[src/rtl/multicycle_controller.sv]
// Multicycle RV32I main sequencing FSM: fetch/decode/execute/writeback over one shared memory port.
// Build option ILLEGAL_TRAP_EN: an illegal decode enters a sticky TRAP state instead of acting as a NOP.
module multicycle_controller #(
  parameter int RETIRE_CNT_W = 32
) (
  input  logic                    clk_i,
  input  logic                    rst_i,
  input  logic [6:0]              op_i,
  input  logic [2:0]              funct3_i,
  input  logic                    funct7b5_i,
  input  logic                    zero_i,
  input  logic                    mem_ready_i,
  output logic                    mem_req_o,
  output logic                    mem_write_o,
  output logic                    adr_src_o,
  output logic                    ir_write_o,
  output logic                    pc_write_o,
  output logic                    reg_write_o,
  output logic [1:0]              result_src_o,
  output logic [1:0]              alu_src_a_o,
  output logic [1:0]              alu_src_b_o,
  output logic [1:0]              alu_op_o,
  output logic [1:0]              op_funct7_o,
  output logic                    instr_retired_o,
  output logic [RETIRE_CNT_W-1:0] instret_o,
  output logic                    illegal_o
);

  typedef enum logic [3:0] {
    S_FETCH,
    S_DECODE,
    S_MEMADR,
    S_MEMREAD,
    S_MEMWB,
    S_MEMWRITE,
    S_EXECR,
    S_EXECI,
    S_LUI,
    S_ALUWB,
    S_BRANCH,
    S_JALRADR,
    S_JAL
`ifdef ILLEGAL_TRAP_EN
    , S_TRAP
`endif
  } state_t;

`ifdef ILLEGAL_TRAP_EN
  localparam state_t ILLEGAL_NXT = S_TRAP;
`else
  localparam state_t ILLEGAL_NXT = S_FETCH;
`endif

  state_t                  state, state_nxt;
  logic                    mem_req, mem_write, adr_src, ir_write, pc_write, reg_write;
  logic                    retire, illegal;
  logic [1:0]              result_src, alu_src_a, alu_src_b, alu_op;
  logic [RETIRE_CNT_W-1:0] instret_q;

  always_ff @(posedge clk_i or posedge rst_i) begin
    if (rst_i) state <= S_FETCH;
    else       state <= state_nxt;
  end

  always_ff @(posedge clk_i or posedge rst_i) begin
    if (rst_i)       instret_q <= '0;
    else if (retire) instret_q <= instret_q + RETIRE_CNT_W'(1);
  end

  always_comb begin
    state_nxt  = state;
    mem_req    = 1'b0;
    mem_write  = 1'b0;
    adr_src    = 1'b0;
    ir_write   = 1'b0;
    pc_write   = 1'b0;
    reg_write  = 1'b0;
    retire     = 1'b0;
    illegal    = 1'b0;
    result_src = 2'b00;
    alu_src_a  = 2'b00;
    alu_src_b  = 2'b00;
    alu_op     = 2'b00;
    case (state)
      S_FETCH: begin
        mem_req    = 1'b1;
        alu_src_b  = 2'b10;
        result_src = 2'b10;
        if (mem_ready_i) begin
          ir_write  = 1'b1;
          pc_write  = 1'b1;
          state_nxt = S_DECODE;
        end
      end
      S_DECODE: begin
        // Branch/jump target is precomputed from OldPC + imm into ALUOut
        alu_src_a = 2'b01;
        alu_src_b = 2'b01;
        case (op_i)
          7'b0000011, 7'b0100011: state_nxt = S_MEMADR;
          7'b0110011:             state_nxt = S_EXECR;
          7'b0010011:             state_nxt = S_EXECI;
          7'b1100011:             state_nxt = (funct3_i[2:1] == 2'b00) ? S_BRANCH : ILLEGAL_NXT;
          7'b1101111:             state_nxt = S_JAL;
          7'b1100111:             state_nxt = S_JALRADR;
          7'b0110111:             state_nxt = S_LUI;
          default:                state_nxt = ILLEGAL_NXT;
        endcase
      end
      S_MEMADR: begin
        alu_src_a = 2'b10;
        alu_src_b = 2'b01;
        state_nxt = op_i[5] ? S_MEMWRITE : S_MEMREAD;
      end
      S_MEMREAD: begin
        mem_req = 1'b1;
        adr_src = 1'b1;
        if (mem_ready_i) state_nxt = S_MEMWB;
      end
      S_MEMWB: begin
        result_src = 2'b01;
        reg_write  = 1'b1;
        retire     = 1'b1;
        state_nxt  = S_FETCH;
      end
      S_MEMWRITE: begin
        mem_req   = 1'b1;
        mem_write = 1'b1;
        adr_src   = 1'b1;
        if (mem_ready_i) begin
          retire    = 1'b1;
          state_nxt = S_FETCH;
        end
      end
      S_EXECR: begin
        alu_src_a = 2'b10;
        alu_op    = 2'b10;
        state_nxt = S_ALUWB;
      end
      S_EXECI: begin
        alu_src_a = 2'b10;
        alu_src_b = 2'b01;
        alu_op    = 2'b10;
        state_nxt = S_ALUWB;
      end
      S_LUI: begin
        alu_src_a = 2'b11;
        alu_src_b = 2'b01;
        state_nxt = S_ALUWB;
      end
      S_ALUWB: begin
        reg_write = 1'b1;
        retire    = 1'b1;
        state_nxt = S_FETCH;
      end
      S_BRANCH: begin
        // beq takes on zero, bne on non-zero
        alu_src_a = 2'b10;
        alu_op    = 2'b01;
        pc_write  = zero_i ^ funct3_i[0];
        retire    = 1'b1;
        state_nxt = S_FETCH;
      end
      S_JALRADR: begin
        alu_src_a = 2'b10;
        alu_src_b = 2'b01;
        state_nxt = S_JAL;
      end
      S_JAL: begin
        alu_src_a = 2'b01;
        alu_src_b = 2'b10;
        pc_write  = 1'b1;
        state_nxt = S_ALUWB;
      end
`ifdef ILLEGAL_TRAP_EN
      S_TRAP: begin
        illegal   = 1'b1;
        state_nxt = S_TRAP;
      end
`endif
      default: state_nxt = S_FETCH;
    endcase
  end

  // Reset forces every output low, even though the state register already sits in FETCH
  assign mem_req_o       = mem_req & ~rst_i;
  assign mem_write_o     = mem_write & ~rst_i;
  assign adr_src_o       = adr_src & ~rst_i;
  assign ir_write_o      = ir_write & ~rst_i;
  assign pc_write_o      = pc_write & ~rst_i;
  assign reg_write_o     = reg_write & ~rst_i;
  assign instr_retired_o = retire & ~rst_i;
  assign illegal_o       = illegal & ~rst_i;
  assign result_src_o    = rst_i ? 2'b00 : result_src;
  assign alu_src_a_o     = rst_i ? 2'b00 : alu_src_a;
  assign alu_src_b_o     = rst_i ? 2'b00 : alu_src_b;
  assign alu_op_o        = rst_i ? 2'b00 : alu_op;
  assign op_funct7_o     = rst_i ? 2'b00 : {op_i[5], funct7b5_i};
  assign instret_o       = instret_q;

endmodule

[config.mk]
export PLATFORM = sky130hd
export DESIGN_NAME = multicycle_controller
export DESIGN_NICKNAME = d
export VERILOG_FILES = /design/src/rtl/multicycle_controller.sv
export SDC_FILE = /design/constraint.sdc
export NUM_CORES = 1
export LEC_CHECK = 0
export BUFFER_PORTS_ARGS = -buffer_cell sky130_fd_sc_hd__buf_2
export CAP_MARGIN = 20
export CORE_MARGIN = 2
export CORE_UTILIZATION = 50
export CTS_CLUSTER_DIAMETER = 30
export DETAILED_ROUTE_END_ITERATION = 7
export PLACE_DENSITY_LB_ADDON = 0.05
export SLEW_MARGIN = 20
export SYNTH_ARGS = -nofsm -noshare
export SYNTH_HDL_FRONTEND = slang
export SYNTH_SLANG_ARGS = --single-unit
[constraint.sdc]
create_clock -name clk_i -period 5.9 [get_ports clk_i]
set_clock_uncertainty 0.2 [all_clocks]
set_input_delay 0.59 -clock clk_i [delete_from_list [all_inputs] [get_ports clk_i]]
set_output_delay 0.59 -clock clk_i [all_outputs]
set_load 0.05 [all_outputs]
==> results_dict.tcl, run 1 <==
set metrics [dict create \
    nNetsFinal 293 \
    cts_resized 0 \
    grt_pass1_vias 1614 \
    syn_avg_cell_area_um2 9.660 \
    cts-htree-levels 2 \
    final_cell_mix "buf_2 (63), dfrtp_1 (36), xnor2_1 (28), nor2_1 (17), nand2_1 (17)" \
    io_pins 65 \
    cts_sinks 36 \
    drt_iter0_markers 101 \
    rows 23 \
    p_leak_nw 1.217 \
    numPortBuffers 63 \
    grt_usage_pct 20.88 \
    place_congestion 0.7753 \
    slew_violations 0 \
    cts_root_buf "clkbuf_8" \
    grt-ovfl-total 0 \
    synth_area_um2 2077 \
    synthToLayoutAreaGrowth_pct 21.99 \
    hold_class "primary input to async pin" \
    finalSetupViolations 0 \
    wire_per_inst_um 13.78 \
    dp.cells 320 \
    finalCritPeriodShare_pct 51.22 \
    yosys_warnings 0 \
    synth_nets 231 \
    synth_ff_type "dfrtp_1" \
    synth_seq_cells 36 \
    grt_use_met1_pct 29.60 \
    r2r_slack_ns 3.32 \
    r2r-end "instret_o[31]" \
    maxSlewHeadroom_pct 59.82 \
    ant_nets 0 \
    async_flop_share_pct 100.0 \
    rr_worst_depth 5 \
    irDropWorstVdd_mv 0.1671 \
    drc 0 \
    cts_buffers 5 \
    synth_edf_count 0 \
    crit_path_max_fanout 23 \
    met3_usage_pct 4.441 \
    grt_max_degree 24 \
    dpl.hpwl_um 3285 \
    antenna_found_initial 0 \
    required_ns 5.11 \
    cap_violations 0 \
    dieArea_um2 4685 \
    ys_seq_area_share_pct 43.37 \
    final_cell_count_no_fill 328 \
    cts_buffer_depth 2 \
    drt-vias-per-instance 5.546 \
    worstPathArrival_ns 2.23 \
    finalHoldViolations 0 \
    max_freq_ghz 0.3309 \
    post_cts_buffers 0 \
    vias 1819 \
    period_minus_slack_ns 3.022 \
    core_um2 4000 \
    startpoint "rst_i" \
    cp-end-kind "output port" \
    critical_path_class "primary input to output port" \
    drive_above_1_share_pct 29.14 \
    setup_tns_ns 0 \
    final_common_cell "buf_2" \
    met2_usage_pct 31.01 \
    clk_pin_slew_ns 0.07 \
    powerDensity_nw_per_um2 269.3 \
    clk_latency_ns 0.28 \
    wirelength_um 4520 \
    outcome "complete, no violations" \
    dr.pass1.iters 4 \
    grt_pass1_wl_um 7403 \
    synthCells 215 \
    hold_buffers 0 \
    synthDistinctLibCells 45 \
    worstReg2RegStart "state[3]" \
    start_kind "primary input" \
    antennaDiodeCount 0 \
    grt_busiest_layer "met2" \
    cts_tree "built" \
    start_util_pct 51.92 \
    rsz0062_at_grt "no" \
    die-height_um 68.45 \
    die_w_um 68.45 \
    worstMarginPinSlew_ns 0.6021 \
]
==> logic make-up after synthesis <==
| group | Yosys count | synth area share, % |
|---|---|---|
| AOI/OAI and AO/OA | 29 | 10.06 |
| xor gates and xnor gates | 34 | 14.34 |
| adders and majority gates | 1 | 0.6023 |
| buffers and inverters | 14 | 3.554 |
| DFF | 36 | 43.37 |
| muxes | 1 | 0.5421 |
| other | 1 | 0.1805 |
| and+or+nand+nor | 99 | 27.35 |
==> worst max-delay path: stages <==
cell    delay, ns
buf_2        0.16
inv_1        0.46
buf_4        0.41
and3_1       0.22
o21a_1       0.12
buf_2        0.25
==> metal layers <==
layer / vias to the layer above / part of all wire, %
met5: - / 0
met4: 0 / 1.5
met3: 8 / 6.2
met2: 70 / 45
met1: 851 / 47
li1: 890 / -
==> sequential cells by signal, indices dropped and copies added (netlist names) <==
name and count:
instret_o 32, state 4
==> power breakdown <==
group          switching, mW  internal (mW)  leakage [nW]
registers             0.0239          0.259         0.486
logic                  0.118         0.0467         0.666
clock network         0.0851          0.149        0.0645
==> area by class of cell <==
type                       count  area [um^2]
fill                         354         1466
timing repair buffer          64        322.8
multi-input combinational    165         1102
clock inverter                 1        30.03
clock buffer                   7        96.34
sequential                    36        900.9
inverter                       5        18.77
tap                           50        62.56
==> Yosys cell counts (4+ instances only) <==
library cell  count  area (um^2)
nand4_1          11        68.82
nor2b_1           4        25.02
dfrtp_1          36        900.9
and3_1            7        43.79
nor2_1           17        63.81
a21oi_1           7        35.03
nor3_1            7        35.03
nand3_1          14        70.07
o21ai_0           4        20.02
clkbuf_1          4        15.01
inv_1             4        15.01
xor2_1            6        52.55
nand2_1          17        63.81
xnor2_1          28        245.2
nand2b_1          6        37.54
==> metrics by stage <==
stage | power, mW | hold slack, ns | util, % | setup slack, ns | instance area [um^2]
CTS | 0.6903 | 0.2767 | 63.34 | 2.805 | 2534
finish | 0.6824 | 0.2643 | 63.34 | 2.878 | 2534
detailed placement | 0.4534 | 0.2581 | 60.18 | 2.829 | 2407
global placement | 0.4532 | 0.2587 | 60.18 | 2.885 | 2407
global route | 0.7173 | 0.3052 | 63.34 | 2.665 | 2534
floorplan | 0.4163 | 0.4152 | - | 1.288 | 2077
==> worst max path at each step <==
stage / to / slack [ns] / cells past startpoint
2_1_floorplan: mem_req_o / 1.29 / 3
3_3_place_gp: pc_write_o / 2.89 / 6
3_5_place_dp: pc_write_o / 2.83 / 6
4_1_cts: pc_write_o / 2.80 / 6
5_1_grt: pc_write_o / 2.66 / 6
6_report: pc_write_o / 2.88 / 6
(Power assumes the default switching activity.)
==> run 2, diff against run 1 <==
- ABC_AREA: default -> 1
- CORE_UTILIZATION: 50 -> 49
- clock period: 5.9 -> 2.7 ns (I/O delays scaled with it)
==> run 2 against run 1 <==
Effect of this change: non-clock buffer count did not move; largest cell class unchanged; combinational power rose to 3.5 times the previous value; utilization fell by 5.3 points; critical endpoint is now instr_retired_o.
==> results_dict.tcl, run 2 <==
set metrics [dict create \
    outcome "complete, no violations" \
    cts_root_buf "clkbuf_8" \
    crit_path_max_fanout 29 \
    rows 27 \
    slew_violations 0 \
    setup_tns_ns 0 \
    finalCritPeriodShare_pct 91.42 \
    post_cts_buffers 0 \
    cts_buffer_depth 2 \
    cp_cell_sequence "inv_1 -> nand2_1 -> nor2_1 -> nand2_1 -> nand2_1 -> nor2_4 -> nor2_1 -> buf_2" \
    hold_class "primary input to async pin" \
    ys_seq_area_share_pct 33.43 \
    cts_tree "built" \
    synthCells 462 \
    crit_buf_inv 2 \
    grt-ovfl-total 0 \
    worstReg2RegStart "state[2]" \
    nNetsFinal 540 \
    drc 0 \
    synth_most_common_cell "nand2_1" \
    powerDensity_nw_per_um2 511.0 \
    vias 2969 \
    synth_area_um2 2695 \
    grt_usage_pct 25.20 \
    synth_seq_cells 36 \
    wire_per_inst_um 12.14 \
    worstPathArrival_ns 2.00 \
    final_cell_count_no_fill 597 \
    worstMarginPinSlew_ns 0.7094 \
    grt_pass1_vias 2661 \
    grt_max_degree 37 \
    yosys_warnings 0 \
    synthToLayoutAreaGrowth_pct 16.48 \
    dieArea_um2 6110 \
    cts_resized 1 \
    wirelength_um 7248 \
    yosysTopAreaCell "dfrtp_1" \
    cts-htree-levels 2 \
    cts_buffers 5 \
    period_minus_slack_ns 2.468 \
    antenna_found_initial 0 \
    p_leak_nw 1.727 \
    clk_pin_slew_ns 0.08 \
    cap_violations 0 \
    final_common_cell "nand2_1" \
    synth_common_cells "nand2_1 (215), nor2_1 (86), inv_1 (44)" \
    startpoint "state[3]" \
    place_congestion 0.9076 \
    maxSlewHeadroom_pct 52.66 \
    finalHoldViolations 0 \
    dpl.hpwl_um 5548 \
    synth_ff_type "dfrtp_1" \
    critical_path_class "register to output port" \
    yosys.area.top_type_share_pct 33.43 \
    drive_above_1_share_pct 15.05 \
    crit_family "simple AND/OR/NAND/NOR gates" \
    final_cell_mix "nand2_1 (215), nor2_1 (85), buf_2 (63), inv_1 (44), dfrtp_1 (36)" \
    hold_buffers 0 \
    clk_latency_ns 0.30 \
    die-height_um 78.17 \
    core_um2 5405 \
    required_ns 2.23 \
    synth_area_leaders "dfrtp_1 (33%), nand2_1 (30%), nor2_1 (12%), inv_1 (6.1%), nand3_1 (4.6%)" \
    numPortBuffers 63 \
    drt_iter0_markers 209 \
    slowest_stage "nor2_4" \
    async_flop_share_pct 100.0 \
    largest_register_ffs 32 \
    cts_sinks 36 \
    max_stage_delay_ns 0.53 \
    rsz0062_at_grt "no" \
    io_pins 65 \
    n_fill_cell 552 \
    syn_avg_cell_area_um2 5.834 \
    ant_nets 0 \
    drt-vias-per-instance 4.973 \
    dp.cells 589 \
    start_util_pct 49.86 \
    finalSetupViolations 0 \
    dr.pass1.iters 4 \
    start_kind "register" \
    cp-end-kind "output port" \
    synthDistinctLibCells 24 \
    max_freq_ghz 0.4051 \
    grt_pass1_wl_um 12240 \
    synth_nets 478 \
    die_w_um 78.17 \
    synth_edf_count 0 \
    irDropWorstVdd_mv 0.4487 \
    antennaDiodeCount 0 \
    critPathMostFrequentCell "nand2_1" \
]
run 2: path summary, 6_finish.rpt:
check                                  endpoint  slack [ns]  cells after the start
worst max-delay path            instr_retired_o        0.23                      8
worst min-delay path               instret_o[8]        0.04                      3
worst max register to register     instret_o[7]        0.56                      8
worst min register to register    instret_o[31]        0.35                      2
max in group asynchronous          instret_o[3]        1.92                      3
min in group clk_i                     state[1]        0.04                      2
run 2: worst min-delay path, stage by stage:
cell and delay, ns:
buf_2 0.19, inv_1 0.10, buf_4 0.40
run 2: layout make-up:
cell class | count | area, um^2 | area share, %
flip-flops and latches | 36 | 900.9 | 28.70
well taps | 72 | 90.09 | 2.870
multi-input cells | 371 | 1560 | 49.70
inverters | 46 | 172.7 | 5.500
clock inverters | 2 | 10.01 | 0.3189
repair buffers | 64 | 322.8 | 10.28
clock buffers | 6 | 82.58 | 2.631
run 2: metal layers:
layer / global-route usage, % / routed length [um]
met1: 35.77 / 3533
met2: 40.60 / 3219
met3: 3.908 / 398
met4: 5.789 / 98
met5: 0 / 0
run 2: per-stage QoR:
step           hold slack [ns]  cell area [um^2]  total power [mW]  utilization, %  worst slack, ns
2_1_floorplan           0.1955              2698             1.083               -           0.2427
3_3_place_gp            0.3207              3042             1.190           56.27           0.2876
3_5_place_dp            0.3317              3042             1.196           56.27           0.2276
4_1_cts                0.04015              3139             1.602           58.08           0.2249
5_1_grt                0.04473              3139             1.680           58.08          0.05927
6_report               0.03563              3139             1.604           58.08           0.2317
run 2: power breakdown:
group	internal, mW	switching [mW]
Sequential	0.570	0.0455
Combinational	0.125	0.452
Clock	0.204	0.209
run 2: logic make-up after synthesis:
| logic type | synth area share [%] |
|---|---|
| adders and majority gates | 0.4642 |
| buffers and inverters | 8.960 |
| DFF | 33.43 |
| xor gates and xnor gates | 3.575 |
| and+or+nand+nor | 49.35 |
| AOI/OAI and AO/OA | 4.086 |
| other | 0.1391 |
==> run 3, diff against run 2 <==
- CORE_UTILIZATION: 49 -> 50
- clock period: 2.7 -> 2.5 ns (I/O delays scaled with it)
==> run 3 against run 2 <==
Effect of this change: sequential share of layout area decreased by 0.22 points; power is 9.8% higher; sequential power increased by 7.5%; combinational power increased by 11%; global-route usage increased by 1.2 points; non-clock buffer count grew 2; critical endpoint unchanged; largest cell class unchanged; highest routed layer unchanged.
==> results_dict.tcl, run 3 (same netlist as run 2, synthesis figures left out) <==
set metrics [dict create \
    drc 0 \
    clk_pin_slew_ns 0.08 \
    wirelength_um 7491 \
    cap_violations 0 \
    dr.pass1.iters 4 \
    grt_pass1_wl_um 12720 \
    cp-end-kind "output port" \
    switchingPower_mw 0.7595 \
    numPortBuffers 63 \
    seq_power_share_pct 37.5 \
    cts_buffer_depth 2 \
    io_pins 65 \
    dp_slack_ns 0.04720 \
    worstMarginPinSlew_ns 0.7415 \
    dp.cells 589 \
    powerDensity_nw_per_um2 556.2 \
    cts_root_buf "clkbuf_8" \
    dieArea_um2 5993 \
    required_ns 2.05 \
    cts_buffers 5 \
    setup_tns_ns 0 \
    cts_tree "built" \
    p_int_mw 1.003 \
    drive_above_1_share_pct 15.75 \
    final_cell_count_no_fill 597 \
    p_leak_nw 1.735 \
    largest_register_ffs 32 \
    max_freq_ghz 0.4230 \
    hold_class "primary input to register" \
    finalCritPeriodShare_pct 94.56 \
    crit_path_max_fanout 15 \
    swShare_pct 43.10 \
    dpl.hpwl_um 5683 \
    setup_ws_ns 0.1361 \
    antenna_found_initial 0 \
    die-height_um 77.42 \
    place_congestion 0.9575 \
    start_kind "register" \
    irDropWorstVdd_mv 0.4417 \
    clk_latency_ns 0.30 \
    slowest_stage "dfrtp_1" \
    clkPwrFrac_pct 26.3 \
    grt_usage_pct 26.41 \
    power_frac_comb_pct 36.2 \
    rsz0062_at_grt "yes" \
    core_um2 5140 \
    nNetsFinal 543 \
    maxSlewHeadroom_pct 50.51 \
    antennaDiodeCount 0 \
    drt-vias-per-instance 4.963 \
    vias 2963 \
    die_w_um 77.42 \
    critical_path_class "register to output port" \
    p_total_mw 1.762 \
    final_cell_mix "nand2_1 (215), nor2_1 (84), buf_2 (62), inv_1 (44), dfrtp_1 (35)" \
    critPathMostFrequentCell "nand2_1" \
    synthToLayoutAreaGrowth_pct 17.55 \
    max_stage_delay_ns 0.40 \
    grt_max_degree 37 \
    outcome "complete, no violations" \
    cts-htree-levels 2 \
    grt_pass1_vias 2743 \
    final_common_cell "nand2_1" \
    hold_buffers 0 \
    finalSetupViolations 0 \
    period_minus_slack_ns 2.364 \
    drt_iter0_markers 208 \
    rows 26 \
    cts_sinks 36 \
    fin_util_pct 61.64 \
    start_util_pct 52.43 \
    slew_violations 0 \
    cp_cell_sequence "inv_2 -> nand2_1 -> nor2_1 -> nand2_1 -> nand2_1 -> nor2_4 -> nor2_1 -> clkbuf_4" \
    grt-ovfl-total 0 \
    ant_nets 0 \
    finalHoldViolations 0 \
    wire_per_inst_um 12.55 \
    post_cts_buffers 0 \
    worstPathArrival_ns 1.91 \
]
==> run 3: routing by layer <==
layer  global-route usage (%)  part of all wire, %
met5                        0                    0
met4                    11.96                  2.2
met3                    5.581                  8.0
met2                    41.65                   45
met1                    34.81                   45
==> run 3: worst paths after layout <==
path	end	from	cells after the start	slack, ns
worst max-delay path	instr_retired_o	state[1]	8	0.14
worst min-delay path	state[1]	mem_ready_i	2	0.01
worst max register to register	instret_o[0]	state[1]	7	0.44
worst min register to register	instret_o[30]	instret_o[30]	2	0.35
max in group asynchronous	state[3]	rst_i	3	1.73
min in group asynchronous	state[2]	rst_i	3	0.03
==> run 3: power by group through the flow <==
| stage | clock, mW | sequential [mW] | combinational, mW |
|---|---|---|---|
| 6_report | 0.463 | 0.661 | 0.638 |
| 5_1_grt | 0.490 | 0.671 | 0.696 |
| 4_1_cts | 0.474 | 0.661 | 0.626 |
| 3_5_place_dp | 0 | 0.673 | 0.623 |
| 3_3_place_gp | 0 | 0.670 | 0.619 |
| 2_1_floorplan | 0 | 0.731 | 0.438 |
==> run 3: per-stage QoR <==
stage               hold slack [ns]  cell area (um^2)
floorplan                    0.1755              2698
global placement             0.3243              3054
detailed placement           0.3298              3054
CTS                        0.008077              3156
global route                0.02322              3168
finish                      0.01130              3168
==> run 3: critical path: cells and delay by family, from the launching register on <==
family / cells / cell delay, ns
DFF: 1 / 0.40
and+or+nand+nor: 6 / 0.93
buffers and inverters: 2 / 0.28
==> run 3: what timing repair did <==
action	CTS	global route
gates cloned	0	1
endpoints found under the setup margin	1	3
resized for setup	1	3
endpoints found under the hold margin	0	0
pin swaps	0	1
==> run 3: area by class of cell <==
class,count,area [um^2]
fillers,555,1972
multi-input cells,372,1569
flip-flops and latches,36,902.1
repair buffers,66,340.3
inverters,46,172.7
clock buffers,7,96.34
well taps,70,87.58
